### src/rtl/pipe_hazard_ctrl.sv
// pipe_hazard_ctrl: stall/flush controller for the five-stage pipeline.
// Register, MDU and EPC hazards are detected combinationally in D; the
// multiply/divide unit occupancy is tracked by a small counter FSM.
module pipe_hazard_ctrl (
  input  logic       clk,
  input  logic       reset,
  input  logic       Req,
  input  logic [4:0] D_rs,
  input  logic [4:0] D_rt,
  input  logic [3:0] D_rs_Tuse,
  input  logic [3:0] D_rt_Tuse,
  input  logic       D_md,
  input  logic       D_eret,
  input  logic [4:0] E_GRF_A3,
  input  logic [4:0] M_GRF_A3,
  input  logic       E_GRF_write,
  input  logic       M_GRF_write,
  input  logic [3:0] E_Tnew,
  input  logic [3:0] M_Tnew,
  input  logic       E_CP0_write,
  input  logic       M_CP0_write,
  input  logic [4:0] E_CP0_rd,
  input  logic [4:0] M_CP0_rd,
  input  logic       E_start,
  input  logic       E_md_div,
  output logic       F_D_EN,
  output logic       D_E_EN,
  output logic       D_E_clr,
  output logic       E_M_EN,
  output logic       M_W_EN,
  output logic       mdu_start,
  output logic       mdu_busy,
  output logic       mdu_done
);

  localparam logic [3:0] MULT_CYC = 4'd5;
  localparam logic [3:0] DIV_CYC  = 4'd10;
  localparam logic [4:0] EPC_IDX  = 5'd14;

  typedef enum logic {IDLE = 1'b0, RUN = 1'b1} mdu_state_t;

  mdu_state_t state;
  logic [3:0] cnt;

  logic stall_rs;
  logic stall_rt;
  logic stall_md;
  logic stall_eret;
  logic stall;

  // Hazard detection: a producer still Tnew cycles away from its result
  // blocks a consumer that needs the value sooner (Tuse). $0 never stalls.
  always_comb begin
    stall_rs = (D_rs != 5'd0) &&
               ((E_GRF_write && (E_GRF_A3 == D_rs) && (E_Tnew > D_rs_Tuse)) ||
                (M_GRF_write && (M_GRF_A3 == D_rs) && (M_Tnew > D_rs_Tuse)));
    stall_rt = (D_rt != 5'd0) &&
               ((E_GRF_write && (E_GRF_A3 == D_rt) && (E_Tnew > D_rt_Tuse)) ||
                (M_GRF_write && (M_GRF_A3 == D_rt) && (M_Tnew > D_rt_Tuse)));
    // A start sitting in E will make the unit busy next cycle, so it counts too.
    stall_md   = D_md && (mdu_busy || E_start);
    // eret must read the EPC value that an in-flight mtc0 is about to write.
    stall_eret = D_eret && ((E_CP0_write && (E_CP0_rd == EPC_IDX)) ||
                            (M_CP0_write && (M_CP0_rd == EPC_IDX)));
    stall      = stall_rs | stall_rt | stall_md | stall_eret;
  end

  // Pipeline register controls; an exception request overrides any stall
  // because the registers flush themselves on Req.
  always_comb begin
    F_D_EN  = Req | ~stall;
    D_E_EN  = 1'b1;
    D_E_clr = ~Req & stall;
    E_M_EN  = 1'b1;
    M_W_EN  = 1'b1;
  end

  assign mdu_start = E_start && !Req && !mdu_busy && reset;

  // MDU occupancy FSM: load latency on an accepted start, count down, and
  // pulse done in the cycle after the last busy cycle. Req never aborts.
  always_ff @(posedge clk) begin
    if (!reset) begin
      state    <= IDLE;
      cnt      <= 4'd0;
      mdu_busy <= 1'b0;
      mdu_done <= 1'b0;
    end else begin
      case (state)
        IDLE: begin
          mdu_done <= 1'b0;
          if (mdu_start) begin
            cnt      <= E_md_div ? DIV_CYC : MULT_CYC;
            mdu_busy <= 1'b1;
            state    <= RUN;
          end
        end
        RUN: begin
          if (cnt <= 4'd1) begin
            cnt      <= 4'd0;
            mdu_busy <= 1'b0;
            mdu_done <= 1'b1;
            state    <= IDLE;
          end else begin
            cnt      <= cnt - 4'd1;
            mdu_done <= 1'b0;
          end
        end
        default: begin
          state    <= IDLE;
          cnt      <= 4'd0;
          mdu_busy <= 1'b0;
          mdu_done <= 1'b0;
        end
      endcase
    end
  end

endmodule

### config.mk
export PLATFORM = sky130hd
export DESIGN_NAME = pipe_hazard_ctrl
export DESIGN_NICKNAME = d
export VERILOG_FILES = /design/src/rtl/pipe_hazard_ctrl.sv
export SDC_FILE = /design/constraint.sdc
export NUM_CORES = 1
export LEC_CHECK = 0
export CAP_MARGIN = 30
export CORE_ASPECT_RATIO = 1.75
export CORE_MARGIN = 10
export CORE_UTILIZATION = 37
export CTS_CLUSTER_SIZE = 8
export DETAILED_ROUTE_END_ITERATION = 16
export GPL_TIMING_DRIVEN = 0
export PLACE_DENSITY = 0.83
export SLEW_MARGIN = 20
export SYNTH_ARGS = -nofsm -noshare
export SYNTH_HDL_FRONTEND = slang
export SYNTH_SLANG_ARGS = --single-unit
### constraint.sdc
create_clock -name clk -period 2.6 [get_ports clk]
set_input_delay 0.52 -clock clk [delete_from_list [all_inputs] [get_ports clk]]
set_output_delay 0.52 -clock clk [all_outputs]
set_load 0.01 [all_outputs]
==> impl_metrics.toml, run 1 <==
[critical_path]
critPathSlowestCell = "or4_4"
r2r_end = "mdu_busy$_SDFFE_PN0P_"
r2r-start = "cnt[0]$_SDFFE_PN0P_"
worst-path-max-fanout = 3
endpoint_kind = "primary output"
max_stage_delay_ns = 0.45
arrival_ns = 2.03
cp.required_ns = 2.08
reg2reg_slack_ns = 1.20
crit_type = "in -> out"
r2r_cells = 6
crit_chain = "dlygate4sd2_1 > or4_4 > nor2_4 > nor3_1 > nand4_2 > o21ai_2 > o31a_1 > buf_2"
startpoint_type = "primary input"

[sta]
setup_viol = 0
period_share_pct = 98.1
skew_ns = 0.00752
worst_slack_ns = 0.0506
slew_violations = 0
setup_tns_ns = 0
fmax_mhz = 392
layout_min_cycle_time_ns = 2.55
timing.hold.ws_ns = 0.547
finalHoldViolCount = 0

[routing]
viasPerCell = 5.45
ant_nets = 0
num_vias = 1254
drt_iter0_markers = 27
avgRoutedWirePerCell_microns = 19.2
drtPass1Iterations = 4
drc = 0
drt-total-wl_microns = 4410

[clock_network]
clk_pin_slew_ns = 0.04
clock_path_buffers = 2
cts_buffers = 3
htree_num_levels = 1
insertion_delay_ns = 0.22
cts_tree = "built"
cts_num_sinks = 7
cts-root-buf = "clkbuf_8"
ctsHoldBuffers = 0

[logic_synthesis]
synth_cells = 134
yosysTopAreaCell = "ha_1"
ys_ff_latch = 7
synth_top_area_share_pct = 21.1
synth-seq-area-share_pct = 13.1
synth_area_per_cell_sq_um = 7.98
yosys_warnings = 0
yosys-top-cells-area = "ha_1 (21%), dfxtp_1 (13%), xnor2_1 (11%)"
ys_types = 39
syn_area_sq_um = 1070

[floorplan]
ios = 65
dieArea_sq_um = 5530
die_x_microns = 60.6
rows = 25
initial_core_util_pct = 38.9
die_h_microns = 91.1
core_sq_um = 2750

[placed_design]
placed_area_sq_um = 1720
port_buffers = 61
placed_cells = 224
dp_hpwl_microns = 3440
gp_congestion = 0.815
pre_cts_ws_ns = -0.669

[final_layout]
final_area_sq_um = 1920
nNetsFinal = 279
drive_above_1_share_pct = 27.6
diodes = 0
fillers = 203
area_delta_synth_final_pct = 79.6
instances_no_fill = 230

[pwr]
pwr_density_cell_nw_per_um2 = 291
leakagePower_uw = 0.000791
ir_drop_uv = 386

[min_path]
min_path_cells = 1
hp-class = "reg -> reg"
hp-start = "cnt[1]$_SDFFE_PN0P_"
min_to = "cnt[1]$_SDFFE_PN0P_"

[grt]
grt_max_degree = 7
grt.overflow.total = 0
grt_pass1_wl_microns = 6940
grt_pass1_vias = 1526
track_usage_pct = 15.6
antenna_found_initial = 0

[flow_run]
drv_cap = 0

[run_status]
status = "complete, no violations"
stage by stage:
| stage | utilization (%) | power, uW |
|---|---|---|
| 2_1_floorplan | - | 242 |
| 3_3_place_gp | 62.5 | 365 |
| 3_5_place_dp | 62.5 | 376 |
| 4_1_cts | 69.5 | 543 |
| 5_1_grt | 69.8 | 601 |
| 6_report | 69.8 | 559 |
cells in the mapped netlist:
library cell / number
conb_1: 1
nand3_1: 3
buf_4: 3
xnor2_1: 13
o21ai_1: 3
a21oi_2: 1
xor2_1: 8
nor2_1: 8
a22oi_1: 1
a21oi_1: 7
nand2b_1: 1
nor3_1: 3
o21ai_0: 2
or4_1: 2
a21oi_4: 1
nor2b_1: 4
o21ai_2: 1
dfxtp_1: 7
nor3b_1: 2
and3_1: 1
nor4_1: 1
nand4b_1: 3
nand4_1: 7
ha_1: 18
inv_2: 1
nor2_2: 1
o31ai_1: 1
o31a_1: 1
o211a_1: 2
nand4_2: 1
inv_1: 12
nand2_1: 4
o22a_1: 1
o211ai_1: 3
a221oi_1: 1
or3_1: 1
o22ai_1: 2
clkinv_1: 1
o21bai_1: 1
cell usage in the layout, fill, tap and decap left out, types with 6 or more instances in the layout:
cell type	netlist	layout
clkdlybuf4s50_1	0	31
dlygate4sd2_1	0	15
xnor2_1	13	13
ha_4	0	12
inv_2	1	9
xor2_1	8	8
nor2_1	8	8
nand4_1	7	7
dfxtp_1	7	7
clkbuf_2	0	7
ha_1	18	6
metal layers:
metal  track usage, %  wire length [microns]  vias to the layer above
li1                 -                      -                      624
met1             13.1                   1350                      585
met2             32.4                   2740                       41
met3             3.35                    259                        4
met4             4.41                     59                        0
met5                0                      0                        -
kinds of logic after synthesis:
logic type                 after synthesis  synth area share [%]
and+or+nand+nor                         42                  22.8
buffers and inverters                   17                  7.02
DFF                                      7                  13.1
adders and majority gates               18                  21.1
other                                    1                 0.351
xor gates and xnor gates                21                  17.2
AOI/OAI and AO/OA                       28                  18.5
worst max path at each step:
stage,from,to,slack [ns],cells past startpoint
global placement,D_rt_Tuse[3],D_E_clr,-0.66,10
finish,D_rt[1],D_E_clr,0.05,8
CTS,D_rt[2],D_E_clr,0.004,8
floorplan,D_rs_Tuse[1],F_D_EN,0.35,8
global route,D_rs_Tuse[3],D_E_clr,-0.04,9
detailed placement,D_rs_Tuse[1],F_D_EN,-0.67,10
where the power goes:
group / switching [uW] / internal, uW
Combinational: 128 / 159
Sequential: 7.34 / 115
Clock: 44.2 / 106
what timing repair did:
item | 4_1_cts | 5_1_grt
gates resized for setup | 71 | 23
buffers inserted | 2 | 0
endpoints found under the setup margin | 2 | 2
pin swaps | 27 | 19
layout make-up:
| cell class | instances | area (sq um) | area share, % |
|---|---|---|---|
| buffer | 3 | 22.5 | 1.17 |
| clock buffer | 4 | 45.0 | 2.34 |
| inverter | 14 | 52.6 | 2.73 |
| multi-input combinational | 112 | 1070 | 55.5 |
| sequential | 7 | 140 | 7.29 |
| tap | 27 | 33.8 | 1.76 |
| timing repair buffer | 63 | 562 | 29.2 |
sequential cells by signal, indices dropped and copies added, names as in the netlist:
name	cells
state	1
mdu_done	1
cnt	4
mdu_busy	1
critical path: cells and delay by family:
family / cells / cell delay [ns]
simple gates: 4 / 0.73
buf+inv: 2 / 0.43
compound gates: 2 / 0.34
(Power assumes the default switching activity.)
==> run 2: changes to the inputs <==
--- a/config.mk
+++ b/config.mk
@@ -7,7 +7,7 @@
 export LEC_CHECK = 0
 export CAP_MARGIN = 30
 export CORE_ASPECT_RATIO = 1.75
-export CORE_MARGIN = 10
+export CORE_MARGIN = 4
 export CORE_UTILIZATION = 37
 export CTS_CLUSTER_SIZE = 8
 export DETAILED_ROUTE_END_ITERATION = 16
==> run 2 against run 1 <==
Against the previous run: total power shrank 0.55%; combinational power hardly changed; clock power hardly changed; register-to-register slack worse by 0.04 ns; highest routed layer unchanged.
==> impl_metrics.toml, run 2 (same netlist as run 1, synthesis figures left out) <==
[pwr]
p_seq_share_pct = 21.9
switching_share_pct = 31.6
leakagePower_uw = 0.000788
power_frac_comb_pct = 51.3
ir_drop_uv = 335
p_switching_uw = 176
intPower_uw = 380
pwr_density_cell_nw_per_um2 = 284
power_frac_clock_pct = 26.8
power.total_uw = 556

[floorplan]
ios = 65
core_sq_um = 2750
rows = 25
dieArea_sq_um = 3850
die_h_microns = 79.1
die_x_microns = 48.6
initial_core_util_pct = 38.9

[final_layout]
diodes = 0
area_delta_synth_final_pct = 82.8
final_util_pct = 71.0
final_cell_mix = "clkdlybuf4s50_1 (30), ha_4 (15), xnor2_1 (13), dlygate4sd2_1 (13), inv_2 (9)"
drive_above_1_share_pct = 29.2
nNetsFinal = 278
regMostFlops = "cnt"
largest_reg_flops = 4
final_common_cell = "clkdlybuf4s50_1"

[critical_path]
endpoint_kind = "primary output"
cp.required_ns = 2.08
arrival_ns = 2.01
worst-path-max-fanout = 3
crit_type = "in -> out"
startpoint_type = "primary input"

[routing]
drt-total-wl_microns = 4000
drc = 0
drtPass1Iterations = 4
avgRoutedWirePerCell_microns = 17.5
drt_iter0_markers = 19
ant_nets = 0
viasPerCell = 5.42
num_vias = 1242

[grt]
grt_pass1_vias = 1437
grt_max_degree = 7
grt_pass1_wl_microns = 6640
track_usage_pct = 21.5
grt.overflow.total = 0
antenna_found_initial = 0

[sta]
period_share_pct = 97.2
setup_viol = 0
rsz0062_at_grt = "no"
layout_min_cycle_time_ns = 2.53
worst_slack_ns = 0.0730
slew_violations = 0
fmax_mhz = 396
finalHoldViolCount = 0
setup_tns_ns = 0
skew_ns = 0.000580

[flow_run]
drv_cap = 0

[placed_design]
pre_cts_ws_ns = -0.692
gp_congestion = 0.819
port_buffers = 61
dp_hpwl_microns = 3080

[clock_network]
cts_tree = "built"
cts_num_sinks = 7
clk_pin_slew_ns = 0.04
ctsHoldBuffers = 0
clock_path_buffers = 2
insertion_delay_ns = 0.22
cts_buffers = 3
htree_num_levels = 1
cts-root-buf = "clkbuf_8"

[min_path]
hp-class = "reg -> reg"

[run_status]
status = "complete, no violations"
==> run 2: critical path, cell delays in order <==
cell	delay [ns]
clkdlybuf4s50_1	0.46
or4_4	0.44
nor2_2	0.11
a21oi_2	0.04
o31a_1	0.29
buf_2	0.14
==> run 2: final cells by class <==
class	count	area [sq um]
well taps	27	33.8
repair buffers	62	567
fillers	208	797
clock buffers	4	45.0
plain buffers	3	22.5
inverters	14	52.6
flip-flops and latches	7	140
multi-input cells	112	1090
==> run 2: what timing repair did <==
action	CTS	global route
cloned	0	0
pin swaps	30	15
hold endpoints to repair	0	0
setup endpoints to repair	2	2
setup buffers	2	0
resized for setup	87	14
==> run 2: path summary, 6_finish.rpt <==
kind | startpoint | endpoint | slack, ns | cells after the start
max | D_rs[4] | D_E_clr | 0.07 | 6
min | cnt[1]$_SDFFE_PN0P_ | cnt[1]$_SDFFE_PN0P_ | 0.52 | 1
max reg2reg | cnt[0]$_SDFFE_PN0P_ | cnt[3]$_SDFFE_PN0P_ | 1.16 | 6
min reg2reg | cnt[1]$_SDFFE_PN0P_ | cnt[1]$_SDFFE_PN0P_ | 0.52 | 1
==> run 2: metal layers <==
metal / global-route usage, % / share of wire [%] / up-vias
met5: 0 / 0 / -
met4: 7.28 / 2.1 / 0
met3: 3.00 / 3.7 / 8
met2: 45.8 / 63 / 42
met1: 19.3 / 31 / 569
li1: - / - / 623
==> run 2: power groups by stage <==
stage | Combinational (uW) | Sequential (uW) | Clock, uW
CTS | 278 | 122 | 152
floorplan | 119 | 122 | 0
global placement | 242 | 122 | 0
finish | 285 | 122 | 149
global route | 315 | 123 | 161
detailed placement | 252 | 123 | 0
==> run 2: metrics by stage <==
stage          cells  instance area [sq um]  hold slack [ns]
2_1_floorplan    136                   1080            0.494
3_3_place_gp     224                   1720            0.509
3_5_place_dp     224                   1720            0.519
4_1_cts          230                   1970            0.530
5_1_grt          229                   1960            0.555
6_report         229                   1960            0.524
==> run 3: changes to the inputs <==
--- a/config.mk
+++ b/config.mk
@@ -11,7 +11,6 @@
 export CORE_UTILIZATION = 37
 export CTS_CLUSTER_SIZE = 8
 export DETAILED_ROUTE_END_ITERATION = 16
-export GPL_TIMING_DRIVEN = 0
 export PLACE_DENSITY = 0.83
 export SLEW_MARGIN = 20
 export SYNTH_ARGS = -nofsm -noshare
==> constraint.sdc (replaced) <==
create_clock -name clk -period 2.8 [get_ports clk]
set_input_delay 0.56 -clock clk [delete_from_list [all_inputs] [get_ports clk]]
set_output_delay 0.56 -clock clk [all_outputs]
set_load 0.01 [all_outputs]
==> run 3 against run 2 <==
Against the previous run: flip-flop and latch count unchanged; non-clock buffer count increased by 10; final cell count increased by 4.4%; critical path type unchanged; critical path depth unchanged; core utilization increased by 2.4 points; global-route usage increased by 0.91 points; highest routed layer unchanged; count of clock-buffer cells in the layout unchanged; clock power decreased by 5%; combinational power decreased by 2%.
==> impl_metrics.toml, run 3 (same netlist as run 1, synthesis figures left out) <==
[run_status]
status = "complete, no violations"

[floorplan]
rows = 25
die_h_microns = 79.1
dieArea_sq_um = 3850
die_x_microns = 48.6
ios = 65
core_sq_um = 2750
initial_core_util_pct = 38.9

[placed_design]
gp_congestion = 0.843
placed_cells = 234
port_buffers = 61
dp_hpwl_microns = 3410

[sta]
timing.hold.ws_ns = 0.527
rsz0062_at_grt = "no"
skew_ns = 0.000864
finalHoldViolCount = 0
slew_violations = 0
layout_min_cycle_time_ns = 2.72
setup_viol = 0
fmax_mhz = 367
period_share_pct = 97.3

[pwr]
leakagePower_uw = 0.000874
pwr_density_cell_nw_per_um2 = 263
ir_drop_uv = 266

[final_layout]
largest_reg_flops = 4
nNetsFinal = 288
final_cell_mix = "clkdlybuf4s50_1 (38), dlygate4sd2_1 (15), buf_4 (14), xnor2_1 (12), ha_4 (11)"
drive_above_1_share_pct = 25.0
final_common_cell = "clkdlybuf4s50_1"
fillers = 182
instances_no_fill = 239
regMostFlops = "cnt"
area_delta_synth_final_pct = 89.0
diodes = 0

[grt]
grt.overflow.total = 0
grt_pass1_wl_microns = 6730
grt_pass1_vias = 1499
antenna_found_initial = 0
grt_max_degree = 7
track_usage_pct = 22.4

[clock_network]
ctsHoldBuffers = 0
cts-root-buf = "clkbuf_8"
cts_buffers = 3
htree_num_levels = 1
clk_pin_slew_ns = 0.04
insertion_delay_ns = 0.23
cts_tree = "built"
cts_num_sinks = 7
clock_path_buffers = 2

[critical_path]
crit_chain = "clkdlybuf4s50_1 > or4_4 > nor2_2 > a21oi_2 > o31ai_1 > buf_2"
max_stage_delay_ns = 0.56
crit_type = "in -> out"
arrival_ns = 2.16
cp.required_ns = 2.24
reg2reg_slack_ns = 1.31
endpoint_kind = "primary output"
critPathSlowestCell = "or4_4"
startpoint_type = "primary input"
worst-path-max-fanout = 3

[routing]
ant_nets = 0
num_vias = 1317
viasPerCell = 5.51
drt_iter0_markers = 50
drt-total-wl_microns = 4390
drc = 0
drtPass1Iterations = 4
avgRoutedWirePerCell_microns = 18.4

[min_path]
hp-class = "reg -> reg"

[flow_run]
drv_cap = 0
-- run 3: changes by cell type in the layout (fill, tap and decap cells not counted), sizes merged --
cell	previous run	this run
buf	9	16
clkdlybuf4s15	7	0
dlygate4sd2	13	15
clkbuf	8	4
dlymetal6s2s	2	6
clkdlybuf4s50	30	38
-- run 3: final timing paths --
kind / start / to / cells past startpoint
min: cnt[1]$_SDFFE_PN0P_ / cnt[1]$_SDFFE_PN0P_ / 1
max: D_rs[1] / F_D_EN / 6
max reg2reg: mdu_busy$_SDFFE_PN0P_ / cnt[2]$_SDFFE_PN0P_ / 5
min reg2reg: cnt[1]$_SDFFE_PN0P_ / cnt[1]$_SDFFE_PN0P_ / 1
-- run 3: layout make-up --
type / instances / area (sq um) / share of cell area (%)
Sequential cell: 7 / 140 / 6.93
Inverter: 14 / 52.6 / 2.60
Tap cell: 27 / 33.8 / 1.67
Timing Repair Buffer: 75 / 702 / 34.7
Multi-Input combinational cell: 112 / 1050 / 51.9
Clock buffer: 4 / 45.0 / 2.23
-- run 3: report_power, final --
part	internal, uW	switching (uW)	total [uW]
combinational	158	121	279
sequential	107	6.44	113
clock	98.3	42.2	141
total	363	170	532
-- run 3: critical path: cells and delay by family --
| kind | cells | cell delay [ns] |
|---|---|---|
| AO/OA/AOI/OAI | 2 | 0.28 |
| AND/OR/NAND/NOR | 2 | 0.67 |
| buffers and inverters | 2 | 0.65 |
-- run 3: through the flow --
stage / setup TNS, ns / power, uW / cell area [sq um] / setup WS [ns] / utilization (%)
after CTS: 0 / 523 / 1980 / 0.00427 / 71.8
after global placement: -1.02 / 351 / 1800 / -0.515 / 65.3
after floorplan: 0 / 224 / 1080 / 0.474 / -
final: 0 / 532 / 2020 / 0.0767 / 73.5
after detailed placement: -1.08 / 364 / 1800 / -0.551 / 65.3
after global routing: 0 / 567 / 2020 / 0.00111 / 73.5
-- run 3: routing by layer --
layer,vias up,routed length [microns],track usage [%]
met3,13,208,4.13
met1,603,1300,18.7
met5,-,0,0
met4,0,118,11.1
met2,60,2760,47.0
li1,641,-,-
-- run 3: what timing repair did --
action / 4_1_cts / 5_1_grt
pin swaps: 27 / 10
setup buffers: 1 / 0
setup endpoints to repair: 2 / 2
resized for setup: 44 / 14
